[src/rtl/mem_arbiter.sv]
// Two-port round-robin arbiter and sequencer for a single-port 32-bit RAM.
// Sub-word stores become a same-cycle read-merge-write; responses follow each grant by one cycle.
module mem_arbiter #(
    parameter int DEPTH = 256,
    parameter int AW    = $clog2(DEPTH)
) (
    input  logic             clk,
    input  logic             rst_ni,
    input  logic [1:0]       req_i,
    input  logic [1:0]       we_i,
    input  logic [1:0][31:0] addr_i,
    input  logic [3:0]       be_i,
    input  logic [31:0]      wdata_i,
    output logic [1:0]       gnt_o,
    output logic [1:0]       rvalid_o,
    output logic [31:0]      rdata_o,
    output logic             err_o,
    output logic [31:0]      mem_addr_o,
    output logic             mem_we_o,
    output logic [31:0]      mem_wdata_o,
    input  logic [31:0]      mem_rdata_i
);

    logic        last_q;
    logic        sel;
    logic        any_gnt;
    logic [31:0] addr;
    logic        is_store;
    logic        out_of_range;
    logic        misaligned;
    logic        fault;
    logic [31:0] merged;
    logic        unused_we0;

    assign unused_we0 = we_i[0];

    // Tie goes to the port that was not granted most recently.
    always_comb begin
        gnt_o = 2'b00;
        if (rst_ni) begin
            case (req_i)
                2'b01:   gnt_o = 2'b01;
                2'b10:   gnt_o = 2'b10;
                2'b11:   gnt_o = last_q ? 2'b01 : 2'b10;
                default: gnt_o = 2'b00;
            endcase
        end
    end

    assign any_gnt  = |gnt_o;
    assign sel      = gnt_o[1];
    assign addr     = sel ? addr_i[1] : addr_i[0];
    assign is_store = sel & we_i[1];

    assign out_of_range = |addr[31:AW+2];
    assign misaligned   = (|addr[1:0]) & (~is_store | (be_i == 4'hF));
    assign fault        = out_of_range | misaligned;

    always_comb begin
        for (int b = 0; b < 4; b++) begin
            merged[8*b +: 8] = be_i[b] ? wdata_i[8*b +: 8] : mem_rdata_i[8*b +: 8];
        end
    end

    always_comb begin
        mem_addr_o  = 32'h0;
        mem_we_o    = 1'b0;
        mem_wdata_o = 32'h0;
        if (any_gnt) begin
            mem_addr_o = {{(32-AW){1'b0}}, addr[AW+1:2]};
            if (is_store && !fault && (be_i != 4'h0)) begin
                mem_we_o    = 1'b1;
                mem_wdata_o = merged;
            end
        end
    end

    always_ff @(posedge clk or negedge rst_ni) begin
        if (!rst_ni) begin
            last_q   <= 1'b1;
            rvalid_o <= 2'b00;
            rdata_o  <= 32'h0;
            err_o    <= 1'b0;
        end else begin
            rvalid_o <= gnt_o;
            if (any_gnt) begin
                last_q  <= sel;
                rdata_o <= fault ? 32'h0 : mem_rdata_i;
                err_o   <= fault;
            end else begin
                err_o   <= 1'b0;
            end
        end
    end

endmodule

[config.mk]
export PLATFORM = sky130hd
export DESIGN_NAME = mem_arbiter
export DESIGN_NICKNAME = d
export VERILOG_FILES = /design/src/rtl/mem_arbiter.sv
export SDC_FILE = /design/constraint.sdc
export NUM_CORES = 1
export LEC_CHECK = 0
export CORE_ASPECT_RATIO = 0.75
export CORE_UTILIZATION = 31
export DETAILED_ROUTE_END_ITERATION = 10
export GPL_TIMING_DRIVEN = 0
export PLACE_DENSITY = 0.82
export SLEW_MARGIN = 0
export SYNTH_ARGS = -nofsm -noshare
export SYNTH_HDL_FRONTEND = slang
export SYNTH_SLANG_ARGS = --single-unit
[constraint.sdc]
create_clock -name clk -period 2.5 [get_ports clk]
set_clock_uncertainty 0.15 [all_clocks]
set_input_delay 0.5 -clock clk [delete_from_list [all_inputs] [get_ports clk]]
set_output_delay 0.5 -clock clk [all_outputs]
set_load 0.1 [all_outputs]
==> flow_summary.toml <==
[finish]
syn_to_final_growth_pct = 143
fin_nets = 700
antenna_cells = 0
final_layout_size_suffix_gt1_share_pct = 35.0

[worst_setup_path]
r2r-end = "rdata_o[8]"
r2r-start = "last_q"
endpoint_kind = "primary output"
path_class = "in2out"
cpMostUsedCell = "buf_12"
r2r_cells = 7
slowest_stage = "or3_4"
worstSetupStartpointType = "input port"
cp.required_ps = 1850
worstPathArrival_ps = 2290
ff2ff_setup_slack_ps = 290
critPathMaxFanout = 6
cp_slowest_stage_delay_ps = 420
crit_chain = "buf_6, nor4_2, nand4_1, or3_4, buf_12, buf_12, buf_16, nor3_4, buf_12"

[sta]
timing_hold_violations_final = 0
tns_ps = -12200
rsz0062_at_grt = "true"
period_needed_ps = 2940
timing.fmax_ghz = 0.340
fin_crit_sh_pct = 118
fin_ws_ps = -442
setup_viol = 33
slew_headroom_pct = 31.2
drv_slew = 0
worstMarginPinSlew_ps = 1030

[placed_design]
place_hpwl_um = 8420
dp_slack_ps = -1790
port-buffer-count = 210
place_congestion = 0.815

[logic_synthesis]
yosysSeqAreaShare_pct = 35.3
synth.top_cell.area_share_pct = 34.3
synthCells = 301
yosysTopAreaCell = "dfrtp_1"
yosysUniqueCellTypes = 27
synth_seq_cells = 36
syn-cell-area_um2 = 2560
yosysWarnings = 0
synth_area_leaders = "dfrtp_1 (34%), mux2i_1 (16%), nand2_1 (10%), buf_4 (7.3%), o31ai_1 (6.5%)"
syn_area_per_cell_um2 = 8.49

[global_route]
track_usage_pct = 28.1
antenna_found_initial = 0
grt_pass1_vias = 3536
grt_overflow_total = 0
grt_pass1_wl_um = 18300
grt_max_degree = 36

[hold_path]
hold_path_class = "in2async"

[die]
core_um2 = 7950
die_height_um = 80.6
die_w_um = 107
io_pins = 240
die-area_um2 = 8620
start_util_pct = 32.1
rows = 28

[pwr]
p_total_mw = 1.77
switching_share_pct = 37.9
pwr-share-seq_pct = 33.4
p_leak_nw = 2.93
p_sw_mw = 0.671
power_density_nw_per_um2 = 285
internal_power_mw = 1.10
power_frac_clock_pct = 24.9
ir_worst_vdd_v = 0.000184
comb_power_share_pct = 41.7

[drt]
drt_iter0_drc = 99
drt-total-wl_um = 12000
drcViolationCount = 0
avgViaCountPerCell = 4.85
vias = 3241
firstDrtPassIters = 4
ant_nets = 0
detail_route.wl_per_cell_um = 18.0

[outcome]
violations = "setup timing"
status = "finished with violations"

[clock_network]
cts_max_level = 2
cts_tree = "done"
cts_buffers = 5
cts_buffer_depth = 2
cts.sinks = 36
clk_latency_ps = 280
clkSlewWorstSetupHoldPaths_ps = 70
clockRootBuffer = "clkbuf_8"

[flow_run]
drv_cap = 0
-- power by group through the flow --
| stage | Sequential [mW] | Combinational (mW) | Clock, mW |
|---|---|---|---|
| final | 0.591 | 0.739 | 0.441 |
| after global routing | 0.592 | 0.777 | 0.474 |
| after CTS | 0.591 | 0.724 | 0.448 |
| after detailed placement | 0.602 | 0.722 | 0 |
| after global placement | 0.602 | 0.718 | 0 |
| after floorplan | 0.624 | 0.412 | 0 |
-- layout by cell type, fill, tap and decap left out, types with 2 or more instances in the layout --
cell,count
clkdlybuf4s50_1,129
nand2_1,67
buf_12,43
mux2i_1,40
buf_4,39
dfrtp_1,35
nor3_4,32
conb_1,24
o31ai_1,22
buf_2,14
buf_6,14
o31ai_2,10
nor2_2,9
clkdlybuf4s15_1,9
clkbuf_1,8
buf_16,7
dlymetal6s2s_1,7
clkbuf_8,6
dlygate4sd2_1,5
nor2_1,4
nor4_1,4
clkdlybuf4s15_2,4
inv_1,3
clkbuf_2,3
nor4_2,3
nand4_1,3
or4_4,2
nor2_4,2
nor4_4,2
-- layout make-up --
class                           count  area [um2]
Timing Repair Buffer              232        2730
Multi-Input combinational cell    235        1900
Fill cell                         513        1740
Sequential cell                    36         902
Buffer                             49         448
Tap cell                          105         131
Clock buffer                        7        86.3
Inverter                            3        11.3
Clock inverter                      1        7.51
-- worst max-delay path: cells and delay by family --
family,cells,cell delay (ps)
and+or+nand+nor,4,1060
buffers and inverters,5,720
-- worst max path at each step --
| stage | slack (ps) | cells after the start | from | endpoint |
|---|---|---|---|---|
| 2_1_floorplan | -480 | 6 | addr_i[30] | mem_wdata_o[10] |
| 4_1_cts | -450 | 9 | addr_i[45] | mem_wdata_o[12] |
| 5_1_grt | -530 | 9 | addr_i[45] | mem_wdata_o[12] |
| 6_report | -440 | 9 | addr_i[53] | mem_wdata_o[12] |
| 3_3_place_gp | -2890 | 7 | rst_ni | mem_wdata_o[17] |
| 3_5_place_dp | -1790 | 7 | rst_ni | mem_wdata_o[3] |
-- synth_stat cells, drive strengths merged --
library cell / n
nor4: 9
nand2: 68
nand3: 1
o21ai: 2
nor2: 15
o31ai: 32
a21oi: 1
buf: 42
nor3: 32
conb: 1
o41ai: 1
a2bb2oi: 1
dfstp: 1
nand4b: 1
or4: 2
nand4: 3
clkbuf: 8
mux2: 1
or3: 1
mux2i: 40
inv: 3
dfrtp: 35
o21a: 1
-- flip-flops by register name, indices dropped and copies added (netlist names) --
register,flops
rdata_o,32
rvalid_o,2
err_o,1
last_q,1
-- metrics by stage --
stage / util [%] / cells / area, um2 / hold slack (ps)
floorplan: - / 324 / 3150 / 54.4
global placement: 67.7 / 639 / 5390 / 305
detailed placement: 67.7 / 639 / 5380 / 316
CTS: 77.2 / 664 / 6140 / 27.7
global route: 78.1 / 668 / 6210 / 34.2
finish: 78.1 / 668 / 6210 / 42.0
-- what timing repair did --
item | in CTS | in global routing
endpoints found under the hold margin | 35 | 0
endpoints found under the setup margin | 72 | 46
buffers inserted | 11 | 7
gates resized for setup | 461 | 24
pin swaps | 15 | 12
hold buffers | 1 | 0
gates cloned | 6 | 0
-- routing by layer --
layer / vias up / global-route usage [%] / wire [um]
li1: 1530 / - / -
met1: 1546 / 30.1 / 4380
met2: 145 / 54.1 / 6530
met3: 20 / 7.47 / 936
met4: 0 / 8.49 / 201
met5: - / 0 / 0
-- kinds of logic (layout without fill, tap and decap cells) --
| logic type | Yosys count | after routing | share of synthesized area, % |
|---|---|---|---|
| and+or+nand+nor | 132 | 132 | 22.8 |
| buffers and inverters | 53 | 292 | 12.8 |
| muxes | 41 | 41 | 16.1 |
| AOI/OAI and AO/OA | 38 | 38 | 12.9 |
| DFF | 36 | 36 | 35.3 |
| other | 1 | 24 | 0.147 |
(Power assumes the default switching activity.)
